### src/rtl/fetch_unit_pkg.sv
// Shared processor definitions.
// Widths, memory size and the fetch-buffer entry type.
package Def;

    localparam int ADDR_SIZE  = 5;
    localparam int DATA_SIZE  = 32;
    localparam int MEM_LEN    = 32;
    localparam int FBUF_DEPTH = 4;

    typedef struct packed {
        logic [ADDR_SIZE-1:0] pc;
        logic [DATA_SIZE-1:0] inst;
    } fetch_entry_t;

endpackage

### src/rtl/fetch_unit_fifo.sv
// Fetch buffer: synchronous FIFO with clear and full-with-pop bypass.
// Occupancy counter separates full from empty.
module fetch_fifo
    import Def::*;
#(
    parameter type T     = fetch_entry_t,
    parameter int  DEPTH = FBUF_DEPTH
) (
    input  logic                   clk,
    input  logic                   rst_n,
    input  logic                   clear,
    input  logic                   push,
    input  logic                   pop,
    input  T                       din,
    output T                       head,
    output logic [$clog2(DEPTH):0] count,
    output logic                   can_push
);

    localparam int PW = $clog2(DEPTH);
    localparam logic [PW:0] FULL = (PW+1)'(DEPTH);

    T               mem [DEPTH];
    logic [PW-1:0]  rd_ptr;
    logic [PW-1:0]  wr_ptr;
    logic           wr;
    logic           rd;

    assign can_push = (count != FULL) || pop;
    assign wr       = push && can_push;
    assign rd       = pop && (count != '0);
    assign head     = mem[rd_ptr];

    // Entry storage; pointers alone decide what is live.
    always_ff @(posedge clk) begin
        if (wr) begin
            mem[wr_ptr] <= din;
        end
    end

    // Pointer and occupancy update; clear drops everything.
    always_ff @(posedge clk) begin
        if (!rst_n || clear) begin
            rd_ptr <= '0;
            wr_ptr <= '0;
            count  <= '0;
        end else begin
            if (wr) begin
                wr_ptr <= wr_ptr + 1'b1;
            end
            if (rd) begin
                rd_ptr <= rd_ptr + 1'b1;
            end
            count <= count + {{PW{1'b0}}, wr} - {{PW{1'b0}}, rd};
        end
    end

endmodule

### src/rtl/fetch_unit.sv
// Front end: PC, redirect target, fetch buffer arbitration,
// flush pulse and program-done flag.
module fetch_unit #(
    parameter int ADDR_W     = Def::ADDR_SIZE,
    parameter int MEM_LEN    = Def::MEM_LEN,
    parameter int DATA_W     = Def::DATA_SIZE,
    parameter int FBUF_DEPTH = Def::FBUF_DEPTH
) (
    input  logic                        clk,
    input  logic                        rst_n,
    output logic [ADDR_W-1:0]           imem_addr,
    input  logic [DATA_W-1:0]           imem_rdata,
    input  logic                        redirect_valid,
    input  logic [ADDR_W-1:0]           redirect_base,
    input  logic [ADDR_W-1:0]           redirect_offset,
    input  logic                        redirect_dir,
    input  logic                        stall,
    output logic                        out_valid,
    output logic [DATA_W-1:0]           out_inst,
    output logic [ADDR_W-1:0]           out_pc,
    output logic                        flush,
    output logic                        done,
    output logic [$clog2(FBUF_DEPTH):0] buf_count
);

    localparam logic [ADDR_W:0] LEN = (ADDR_W+1)'(MEM_LEN);

    typedef struct packed {
        logic [ADDR_W-1:0] pc;
        logic [DATA_W-1:0] inst;
    } entry_t;

    logic [ADDR_W:0] pc;
    logic [ADDR_W:0] target;
    logic            in_range;
    logic            push_req;
    logic            pop;
    logic            can_push;
    entry_t          din;
    entry_t          head;

    assign in_range  = pc < LEN;
    assign push_req  = in_range && !redirect_valid;
    assign pop       = out_valid && !stall && !redirect_valid;
    assign imem_addr = pc[ADDR_W-1:0];
    assign din       = '{pc: pc[ADDR_W-1:0], inst: imem_rdata};

    // Underflow wraps in ADDR_W+1 bits and lands beyond memory.
    assign target = redirect_dir
        ? {1'b0, redirect_base} - {1'b0, redirect_offset}
        : {1'b0, redirect_base} + {1'b0, redirect_offset};

    fetch_fifo #(
        .T     (entry_t),
        .DEPTH (FBUF_DEPTH)
    ) u_fifo (
        .clk      (clk),
        .rst_n    (rst_n),
        .clear    (redirect_valid),
        .push     (push_req),
        .pop      (pop),
        .din      (din),
        .head     (head),
        .count    (buf_count),
        .can_push (can_push)
    );

    assign out_valid = buf_count != '0;
    assign out_inst  = out_valid ? head.inst : '0;
    assign out_pc    = out_valid ? head.pc : '0;

    // PC: redirect wins, otherwise advance on every accepted push.
    always_ff @(posedge clk) begin
        if (!rst_n) begin
            pc <= '0;
        end else if (redirect_valid) begin
            pc <= target;
        end else if (push_req && can_push) begin
            pc <= pc + 1'b1;
        end
    end

    // Flush follows each accepted redirect by one cycle.
    always_ff @(posedge clk) begin
        if (!rst_n) begin
            flush <= 1'b0;
        end else begin
            flush <= redirect_valid;
        end
    end

    // Done sets once fetch ran off and the buffer drained; sticky
    // unless a redirect brings the PC back into memory.
    always_ff @(posedge clk) begin
        if (!rst_n) begin
            done <= 1'b0;
        end else if (redirect_valid) begin
            done <= done && (target >= LEN);
        end else begin
            done <= done || (!in_range && buf_count == '0);
        end
    end

endmodule

### config.mk
export PLATFORM = sky130hd
export DESIGN_NAME = fetch_unit
export DESIGN_NICKNAME = d
export VERILOG_FILES = /design/src/rtl/fetch_unit_pkg.sv /design/src/rtl/fetch_unit_fifo.sv /design/src/rtl/fetch_unit.sv
export SDC_FILE = /design/constraint.sdc
export NUM_CORES = 1
export LEC_CHECK = 0
export BUFFER_PORTS_ARGS = -buffer_cell sky130_fd_sc_hd__buf_2
export CAP_MARGIN = 10
export CORE_MARGIN = 2
export CORE_UTILIZATION = 55
export DETAILED_ROUTE_END_ITERATION = 10
export GPL_TIMING_DRIVEN = 0
export PLACE_DENSITY = 0.89
export SYNTH_ARGS = -nofsm -noshare
export SYNTH_HDL_FRONTEND = slang
export SYNTH_SLANG_ARGS = --single-unit
export TNS_END_PERCENT = 10
### constraint.sdc
create_clock -name clk -period 7.3 [get_ports clk]
set_clock_uncertainty 0.15 [all_clocks]
set_input_delay 1.095 -clock clk [delete_from_list [all_inputs] [get_ports clk]]
set_output_delay 1.095 -clock clk [all_outputs]
set_load 0.05 [all_outputs]
After elaboration in Yosys (flattened, before gate mapping). Memory sizes are Yosys's and may differ from the RTL's. A register that Yosys moved wholly into a read port is not among the register bits. Index checks and enable logic that the tools add are counted.

Bits in read-only memories: 0. Latch bits: 0. Word-level logic and storage cells: 44. Memory bits (writable): 148. Output and inout port bits: 48. Memories kept: 1. Register bits after elaboration: 15. Input port bits: 47.

Divide/modulo/power cells: 0. Shift-type cells: 0. Add/subtract/negate cells: 7. Reduce and logical (&&, ||, !) cells: 17. Multiplexer cells: 10. Equal/unequal tests: 1. Magnitude comparators: 2. Bitwise gates (word level): 0. $mul: 0.

Memory list: u_fifo.mem (depth 4, width 37, read ports 1, clocked after Yosys merged registers in 1, wr ports 1, RTL line fetch_unit_fifo.sv:23) `T mem [DEPTH];`.

Operator list (count): 32-bit 2-to-1 mux (1); 6-bit 2-to-1 mux (3); 1-bit logical AND (7); 5-bit by 5-bit adder with 6-bit output (1); 6-bit by 1-bit adder with 6-bit output, second input constant (1); 6-bit >= comparator, second input constant (1); 6-bit < comparator, second input constant (1); 5-bit by 5-bit subtractor with 6-bit output (1); 5-bit 2-to-1 mux (1); 2-bit by 1-bit adder with 2-bit output, second input constant (2); 1-bit zero test (4); 2-bit 2-to-1 mux (2); 3-bit by 1-bit adder with 3-bit output (1); 3-bit zero test (1); 1-bit logical OR (3); 1-bit 2-to-1 mux (3); 3-bit != test, second input constant (1); 3-bit nonzero test (1); 3-bit by 1-bit subtractor with 3-bit output (1); 2-bit nonzero test (1).

Longest topological paths before layout. Gate-level depths: netlist of run 1.

Depth after elaboration: 7. Depth in mapped cells: 10. Depth with buffers taken out: 10.

Modules after synthesis. From an unflattened synthesis of run 1, not the netlist that was laid out.

Cell total of the unflattened synthesis: 364. Area, all modules: 6721.4 µm².

By module, submodules not included: fetch_fifo (cells an instance 241, instances 1, seq. area each 4624.4 µm², area each 5780.5 µm²); fetch_unit (cells an instance 123, instances 1, seq. area each 160.2 µm², area each 940.9 µm²).

Worst setup path before layout of run 1. Ideal clock, no wire load.

Kind: register to output. From: register u_fifo.count[1]. To: output port out_inst[16]. Data required time: 6055 ps. Arrival: 1970 ps. Cell stages (with the launch flop): 5. Path slack: 4085 ps. Path buffers: 2. Cell sequence: dfxtp_1 > nor3_2 > buf_4 > clkbuf_1 > nor2b_1.

Longest elaborated chain between the ends: 2.

RTL lines: start, declared (RTL line fetch_unit_fifo.sv:16) `output logic [$clog2(DEPTH):0] count,`; start signal, assigned (RTL line fetch_unit_fifo.sv:54) `count <= count + {{PW{1'b0}}, wr} - {{PW{1'b0}}, rd};`; 3-bit nonzero test (RTL line fetch_unit.sv:68) `assign out_valid = buf_count != '0;`; 32-bit 2-to-1 mux (RTL line fetch_unit.sv:69) `assign out_inst = out_valid ? head.inst : '0;`; end, declared (RTL line fetch_unit.sv:19) `output logic [DATA_W-1:0] out_inst,`.

No other way between the ends.

Final worst setup path of run 1. Same ends and word-level chain as after synthesis.

==> results.ini, run 1 <==
[run_status]
status = finished clean

[pwr]
powerDensity_mw_per_mm2 = 280
vdd_drop_max_mv = 0.159
p_leak_nw = 2.95
power_mw = 2.27

[clocking]
cts.sinks = 165
cts_resized = 0
cts_buffers = 17
cts_buffer_depth = 2
clk_pin_slew_ns = 0.06
postCtsSetupBuffers = 0
clock_latency_ns = 0.42
cts_tree = done
root_buffer = clkbuf_16
htreeDepth = 4
cts_hold_buffers = 0

[timing]
maxSlewViolCount = 0
post-route-period-util_pct = 47.7
finalHoldViolCount = 0
fin_ws_ns = 3.82
tightestPinTransition_ns = 0.581
setup_viol = 0
fin_crit_ns = 3.48
fin_setup_tns_ns = 0
relSlewSlack_pct = 61.2
grt_setup_unrepaired = no
max_freq_ghz = 0.287

[critical_path]
crit_path_end_kind = primary output
timing.setup.critical_path_class = flip-flop to primary output
reg2reg_slack_ns = 4.90
required_ns = 6.05
path_cells = nor3_2 -> buf_4 -> clkbuf_1 -> nor2b_1 -> buf_2
r2r_cells = 10
critPathMaxStageDelay_ns = 0.41
cp_slowest_cell = clkbuf_1
start_kind = flip-flop
critPathMaxFanout = 10
crit_arrival_ns = 2.24
reg2reg_from = u_fifo.count[1]
path_depth = 5
crit_family = buffers and inverters
path_buf_inv = 3
timing.rr.end = u_fifo.count[2]

[place]
io_buffers = 93
dpl_cell_area_mm2 = 0.00751
dp_cells = 608
dp_hpwl_mm = 7.85
gp_congestion = 0.783
preCtsSetupSlack_ns = 4.07

[grt]
grt_use_total_pct = 19.6
antenna_found_initial = 0
grt_max_degree = 33
grt_pass1_wl_mm = 19.0
grt_pass1_vias = 3791
grt.overflow.total = 0

[layout]
layout-drive-gt1-share_pct = 39.6
fin_nets = 542
nFillCells = 762
seq_area_mm2 = 0.00478
syn_to_final_growth_pct = 19.9
finalNonFillerCells = 640
fin_area_mm2 = 0.00812
n_antenna_cell = 0
multiInputGateArea_mm2 = 0.00180

[route]
drt-vias-per-instance = 5.54
ant_nets = 0
drc = 0
detail_route.wl_per_cell_um = 19.0
drt_iter0_drc = 263
routed_wl_mm = 12.1
dr.pass1.iters = 4
vias = 3544

[logic_synthesis]
synth_area_leaders = edfxtp_1 66%, mux4_2 12%, dfxtp_1 5.0%, nor2b_1 3.5%, ha_1 2.4%
yosysTopAreaCell = edfxtp_1
synth_nets = 426
synth-warning-count = 0
netlist_instances = 364
syn-cell-area_mm2 = 0.00677
ys_ff_latch = 165
avgSynthCellArea_um2 = 18.6
synth.distinct_cells = 36
synth_top_cell_area_share_pct = 65.7
yosysSeqAreaShare_pct = 70.7

[floorplanning]
core-area_mm2 = 0.0120
ios = 95
rows = 40
fp.dieArea_mm2 = 0.0132
die_y_um = 115
start_util_pct = 56.4
die_w_um = 115

[worst_hold_path]
hold_depth = 2
hp-start = u_fifo.rd_ptr[0]
hold_path.class = flip-flop to flip-flop
hold_end = u_fifo.rd_ptr[0]

[run]
timing.max_cap.violations = 0

==> per-layer routing <==
metal / up-vias / routed length [um] / GRT usage (%) / part of all wire (%)
met2: 116 / 6180 / 33.6 / 51
li1: 1636 / - / - / -
met1: 1775 / 5020 / 24.2 / 41
met5: - / 0 / 0 / 0
met4: 0 / 187 / 7.07 / 1.5
met3: 17 / 750 / 5.17 / 6.2
==> per-stage QoR <==
| stage | hold slack (ns) | utilization, % |
|---|---|---|
| after floorplan | 0.335 | - |
| final | 0.403 | 67.6 |
| after detailed placement | 0.394 | 62.5 |
| after CTS | 0.409 | 67.6 |
| after global routing | 0.452 | 67.6 |
| after global placement | 0.353 | 61.8 |
==> worst max path at each step <==
| stage | from | end | slack, ns |
|---|---|---|---|
| 5_1_grt | u_fifo.count[1] | out_inst[16] | 3.66 |
| 4_1_cts | u_fifo.count[1] | out_inst[16] | 3.73 |
| 3_5_place_dp | redirect_offset[0] | pc[5] | 4.07 |
| 6_report | u_fifo.count[1] | out_inst[16] | 3.82 |
| 2_1_floorplan | u_fifo.count[1] | out_inst[16] | 4.09 |
| 3_3_place_gp | redirect_valid | u_fifo.mem[0][23] | 3.36 |
==> synth_stat cells, drive strengths merged <==
| master | number |
|---|---|
| nor3 | 3 |
| nand4 | 3 |
| xor2 | 6 |
| edfxtp | 148 |
| o21ai | 2 |
| buf | 15 |
| nor2 | 20 |
| xnor2 | 9 |
| mux2i | 2 |
| o221ai | 1 |
| and2 | 1 |
| a21oi | 8 |
| a21o | 1 |
| o31ai | 1 |
| clkbuf | 5 |
| o21a | 3 |
| nand3b | 1 |
| and3 | 5 |
| nor2b | 38 |
| nand2 | 6 |
| a211oi | 4 |
| mux4 | 37 |
| dfxtp | 17 |
| inv | 12 |
| fa | 2 |
| ha | 13 |
| a31oi | 1 |
==> area by class of cell <==
cell class / count / share of cell area [%]
Clock buffer: 18 / 5.29
Sequential cell: 165 / 59.0
Inverter: 12 / 0.555
Tap cell: 147 / 2.27
Clock inverter: 14 / 2.16
Buffer: 20 / 1.77
Multi-Input combinational cell: 167 / 22.2
Timing Repair Buffer: 97 / 6.81
==> layout by cell type (no fill, tap or decap), types with 9 or more instances in the layout <==
cell / instances
edfxtp_1: 148
buf_2: 96
nor2b_1: 38
mux4_2: 37
nor2_1: 19
dfxtp_1: 17
clkbuf_16: 17
ha_1: 13
inv_1: 12
xnor2_1: 9
==> flip-flops by register name, indices dropped and copies added (netlist names), named ones only <==
name           flops
u_fifo.rd_ptr      2
done               1
u_fifo.mem       148
u_fifo.wr_ptr      2
u_fifo.count       3
pc                 6
flush              1
==> power breakdown <==
group	switching [mW]	total, mW	internal [mW]
combinational	0.184	0.280	0.0952
clock	0.357	0.899	0.542
sequential	0.0199	1.09	1.07
total	0.562	2.27	1.71
==> kinds of logic after synthesis <==
logic type               Yosys count  synth area share (%)
flip-flops                       165                  70.7
AND/OR/NAND/NOR                   77                  6.40
multiplexers                      39                  12.6
buffers and inverters             32                  2.79
AO/OA/AOI/OAI                     21                  2.48
XOR/XNOR                          15                  2.05
adder cells (fa/ha/maj)           15                  2.99
==> worst min-delay path, cell delays in order, from the launching register on <==
cell and delay (ns):
dfxtp_1 0.34, xnor2_1 0.10, nor2_1 0.08
(Power assumes the default switching activity.)
==> run 2, diff against run 1 <==
--- a/config.mk
+++ b/config.mk
@@ -8,10 +8,10 @@
 export BUFFER_PORTS_ARGS = -buffer_cell sky130_fd_sc_hd__buf_2
 export CAP_MARGIN = 10
 export CORE_MARGIN = 2
-export CORE_UTILIZATION = 55
+export CORE_UTILIZATION = 51
 export DETAILED_ROUTE_END_ITERATION = 10
 export GPL_TIMING_DRIVEN = 0
-export PLACE_DENSITY = 0.89
+export PLACE_DENSITY = 0.87
 export SYNTH_ARGS = -nofsm -noshare
 export SYNTH_HDL_FRONTEND = slang
 export SYNTH_SLANG_ARGS = --single-unit
==> constraint.sdc (replaced) <==
create_clock -name clk -period 2.8 [get_ports clk]
set_clock_uncertainty 0.15 [all_clocks]
set_input_delay 0.42 -clock clk [delete_from_list [all_inputs] [get_ports clk]]
set_output_delay 0.42 -clock clk [all_outputs]
set_load 0.05 [all_outputs]
==> run 2 against run 1 <==
Against the previous run:
- cell area shrank 0.11%
- total power grew to 2.5 times the previous value
- via count grew 0.20%
- sequential share of layout area grew 0.064 points
- largest power group unchanged
- global-route usage shrank 1.3 points
- die area grew 7.6%
- worst hold slack lost 0.33 ns
- final cell count grew 4.5%
- first-iteration DRC count shrank 3.0%
- register-to-register slack lost 4.6 ns
- non-clock buffer count shrank 1
- flip-flop and latch count is the same
==> results.ini, run 2 (synthesis gave the netlist of run 1 again) <==
[timing]
maxSlewViolCount = 0
setup_viol = 0
grt_setup_unrepaired = no
holdWs_ns = 0.0697
max_freq_ghz = 0.378
post-route-period-util_pct = 94.4
fin_crit_ns = 2.64
finalHoldViolCount = 0
tightestPinTransition_ns = 0.496
fin_setup_tns_ns = 0
relSlewSlack_pct = 66.9

[route]
vias = 3551
drt_iter0_drc = 255
detail_route.wl_per_cell_um = 18.4
dr.pass1.iters = 4
routed_wl_mm = 12.3
ant_nets = 0
drc = 0
drt-vias-per-instance = 5.31

[run_status]
status = finished clean

[grt]
antenna_found_initial = 0
grt_pass1_vias = 3651
grt.overflow.total = 0
grt_pass1_wl_mm = 19.2
grt_use_total_pct = 18.3
grt_max_degree = 30

[pwr]
vdd_drop_max_mv = 0.452
powerDensity_mw_per_mm2 = 713
p_leak_nw = 2.92

[layout]
fin_area_mm2 = 0.00811
nFillCells = 948
fin_util_pct = 62.0
largest-register = u_fifo.mem
layout_commonest_cell = edfxtp_1
seq_area_mm2 = 0.00478
fin_nets = 541
final_cell_mix = 148 x edfxtp_1, 96 x buf_2, 38 x nor2b_1
syn_to_final_growth_pct = 19.8
layout-drive-gt1-share_pct = 39.0
multiInputGateArea_mm2 = 0.00180
largest_register_ffs = 148
reg.largest.list = u_fifo.mem: 148 flops, pc: 6 flops, u_fifo.count: 3 flops

[place]
io_buffers = 93
dp_hpwl_mm = 8.15
gp_congestion = 0.735
dpl_cell_area_mm2 = 0.00754

[critical_path]
required_ns = 2.23
critPathMaxStageDelay_ns = 0.45
crit_path_end_kind = primary output
cp_slowest_cell = clkbuf_1
start_kind = flip-flop
timing.setup.critical_path_class = flip-flop to primary output
path_cells = nor3_2 -> clkbuf_1 -> nor2b_1 -> buf_2
crit_family = buffers and inverters
r2r_cells = 10
crit_arrival_ns = 2.07
critPathMaxFanout = 10
path_buf_inv = 2
path_depth = 4

[floorplanning]
start_util_pct = 51.7
rows = 42
core-area_mm2 = 0.0131
die_w_um = 119
die_y_um = 119
ios = 95
fp.dieArea_mm2 = 0.0142

[clocking]
postCtsSetupBuffers = 0
cts_hold_buffers = 0
cts_buffer_depth = 2
cts_buffers = 17
htreeDepth = 4
clk_pin_slew_ns = 0.06
cts.sinks = 165
root_buffer = clkbuf_16
clock_latency_ns = 0.42
cts_tree = done

[worst_hold_path]
hold_path.class = input pin to flip-flop
hold_depth = 1

[run]
timing.max_cap.violations = 0

## run 2: cell types whose count changed in the layout (fill, tap and decap cells not counted), sizes merged
cell    before  now
clkinv       4    7
inv         16   13
bufinv       3    2
diode        0    1
## run 2: per-stage QoR
stage	setup WS [ns]	total power, mW	std cells
detailed placement	0.202	3.64	637
global route	0.0365	5.98	668
CTS	0.0976	5.83	668
finish	0.157	5.78	669
floorplan	0.0355	3.42	364
global placement	-0.440	3.60	633
## run 2: worst paths after layout
check	startpoint	endpoint	slack [ns]
setup / recovery	u_fifo.count[2]	out_pc[3]	0.16
hold / removal	imem_rdata[22]	u_fifo.mem[0][22]	0.07
setup reg to reg	u_fifo.count[2]	u_fifo.count[2]	0.34
hold reg to reg	u_fifo.rd_ptr[1]	flip-flop	0.38
## run 2: area by class of cell
class	instances	area share (%)
Multi-Input combinational cell	167	22.2
Clock inverter	13	1.65
Timing Repair Buffer	97	6.73
Clock buffer	19	5.34
Sequential cell	165	59.0
Buffer	19	1.74
Antenna cell	1	0.0309
Inverter	12	0.556
Tap cell	176	2.72
## run 2: worst reg2reg max path: cells and delay by family (launching register included)
family                   cells  cell delay, ns
AND/OR/NAND/NOR              3            0.61
flip-flops                   1            0.37
adder cells (fa/ha/maj)      3            0.80
XOR/XNOR                     2            0.30
buffers and inverters        2            0.11
## run 2: per-layer routing
layer  wire (um)  global-route usage [%]
met1        5140                    23.1
met2        6380                    30.7
met3         611                    4.74
met4         170                    6.47
met5           0                       0
## run 2: repair_timing
action                     CTS  global route
resized for setup            0             2
pin swaps                    0             0
setup endpoints to repair   10             1
## run 2: power by group
group / leakage, nW / switching, mW / internal (mW) / total (mW)
registers: 1.49 / 0.0531 / 2.80 / 2.85
clock network: 0.266 / 0.889 / 1.31 / 2.20
logic: 1.16 / 0.483 / 0.248 / 0.731
total: 2.92 / 1.42 / 4.35 / 5.78
==> run 3, diff against run 2 <==
--- a/config.mk
+++ b/config.mk
@@ -12,6 +12,7 @@
 export DETAILED_ROUTE_END_ITERATION = 10
 export GPL_TIMING_DRIVEN = 0
 export PLACE_DENSITY = 0.87
+export REMOVE_ABC_BUFFERS = 1
 export SYNTH_ARGS = -nofsm -noshare
 export SYNTH_HDL_FRONTEND = slang
 export SYNTH_SLANG_ARGS = --single-unit
==> run 3 against run 2 <==
Against the previous run:
- register-to-register slack worse by 0.05 ns
- final cell count is 1.9% lower
- via count is 2.3% lower
- critical endpoint is now u_fifo.count[2]
- largest power group unchanged
- highest routed layer unchanged
==> results.ini, run 3 (synthesis gave the netlist of run 1 again) <==
[run_status]
status = finished clean

[pwr]
power_mw = 5.74
powerDensity_mw_per_mm2 = 710
combPwrFrac_pct = 12.7
swShare_pct = 25.6
clockPowerShare_pct = 37.6
power_switching_mw = 1.47
seqPwrFrac_pct = 49.7
p_leak_nw = 2.89
intPower_mw = 4.27
vdd_drop_max_mv = 0.417

[route]
ant_nets = 0
vias = 3469
detail_route.wl_per_cell_um = 19.0
drt_iter0_drc = 238
met1_length_mm = 5.18
drc = 0
drt-vias-per-instance = 5.29
routed.top_layer = met4
routed_wl_mm = 12.4
met3_length_um = 584
dr.pass1.iters = 4
wl_met2_mm = 6.40

[layout]
reg.largest.list = u_fifo.mem: 148 flops, pc: 6 flops, u_fifo.count: 3 flops
n_antenna_cell = 0
fin_nets = 529
final_cell_mix = 148 x edfxtp_1, 94 x buf_2, 38 x nor2b_1
layout-drive-gt1-share_pct = 39.2
largest-register = u_fifo.mem
syn_to_final_growth_pct = 19.3
fin_util_pct = 61.7
largest_register_ffs = 148
layout_commonest_cell = edfxtp_1

[critical_path]
timing.rr.end = u_fifo.count[2]
reg2reg_slack_ns = 0.29
r2r_cells = 10
critPathMaxStageDelay_ns = 0.46
reg2reg_from = u_fifo.count[1]
cp_slowest_cell = nor3_4
start_kind = flip-flop
critPathMaxFanout = 5
crit_arrival_ns = 2.66
path_cells = nor3_4 -> nor3_2 -> ha_1 -> inv_1 -> ha_1 -> inv_1 -> fa_1 -> xor2_1 -> xnor2_1 -> nor2_1
timing.setup.critical_path_class = flip-flop to flip-flop
required_ns = 2.95
crit_path_end_kind = flip-flop

[grt]
grt.overflow.total = 0
grt_pass1_vias = 3694
grt_pass1_wl_mm = 19.3
grt_max_degree = 29
antenna_found_initial = 0
grt_use_total_pct = 18.6

[clocking]
root_buffer = clkbuf_16
cts.sinks = 165
cts_buffers = 17
cts_hold_buffers = 0
cts_tree = done
cts_buffer_depth = 2
clk_pin_slew_ns = 0.06
htreeDepth = 4
clock_latency_ns = 0.42

[floorplanning]
ios = 95
rows = 42
core-area_mm2 = 0.0131
start_util_pct = 51.7
die_w_um = 119
fp.dieArea_mm2 = 0.0142
die_y_um = 119

[place]
dp_hpwl_mm = 8.15
gp_congestion = 0.764
preCtsSetupSlack_ns = 0.183
io_buffers = 94

[timing]
fin_ws_ns = 0.288
finalHoldViolCount = 0
fin_setup_tns_ns = 0
tightestPinTransition_ns = 0.505
relSlewSlack_pct = 66.3
fin_crit_ns = 2.51
post-route-period-util_pct = 89.7
grt_setup_unrepaired = no
holdWs_ns = 0.0644
max_freq_ghz = 0.398
maxSlewViolCount = 0
setup_viol = 0

[worst_hold_path]
hold_path.class = input pin to flip-flop
hp-start = imem_rdata[25]
hold_depth = 1
hold_end = u_fifo.mem[3][25]

[run]
timing.max_cap.violations = 0

run 3: cell types whose count changed in the layout (fill, tap and decap cells not counted), moves of 2 or more:
cell and change:
clkinv_2 +3, buf_2 -2, dfxtp_1 -2, buf_6 -5, buf_12 +3, clkinv_1 -2
inv_6 +2, buf_4 -6, clkbuf_2 -2, clkbuf_1 -4
run 3: through the flow:
step | cell area [um^2] | std cells
2_1_floorplan | 6630 | 344
3_3_place_gp | 7320 | 614
3_5_place_dp | 7490 | 622
4_1_cts | 8080 | 656
5_1_grt | 8080 | 656
6_report | 8080 | 656
run 3: final cells by class:
type                            instances  area, um^2
Sequential cell                       165        4790
Clock buffer                           17         425
Multi-Input combinational cell        167        1810
Fill cell                             906        5010
Tap cell                              176         220
Clock inverter                         15         130
Inverter                               12        45.0
Timing Repair Buffer                  104         661
run 3: critical path, delay by kind of cell, from the launching register on:
| kind | cells | cell delay, ns |
|---|---|---|
| simple gates | 3 | 0.63 |
| xor+xnor | 2 | 0.30 |
| buf+inv | 2 | 0.11 |
| flops | 1 | 0.40 |
| fa+ha+maj | 3 | 0.80 |
run 3: power by group through the flow:
stage | Sequential (mW) | Combinational, mW | Clock [mW]
floorplan | 2.94 | 0.446 | 0
global placement | 2.90 | 0.674 | 0
detailed placement | 2.91 | 0.732 | 0
CTS | 2.85 | 0.740 | 2.20
global route | 2.86 | 0.781 | 2.29
finish | 2.85 | 0.730 | 2.16
run 3: routing by layer:
layer	global-route usage, %	vias up
met3	5.60	27
li1	-	1604
met1	22.5	1742
met2	31.3	96
met4	7.37	0
met5	0	-
run 3: repair_timing:
item,CTS,global route
setup buffers,2,0
resized for setup,1,0
endpoints found under the setup margin,25,0
run 3: worst max-delay path by stage:
stage	cells after the start	slack, ns	startpoint	end
floorplan	10	-0.69	u_fifo.count[2]	u_fifo.count[2]
global placement	10	-1.78	u_fifo.count[2]	u_fifo.count[2]
detailed placement	10	0.18	redirect_offset[0]	pc[5]
CTS	10	0.26	u_fifo.count[1]	u_fifo.count[2]
global route	10	0.11	u_fifo.count[1]	u_fifo.count[2]
finish	10	0.29	u_fifo.count[1]	u_fifo.count[2]
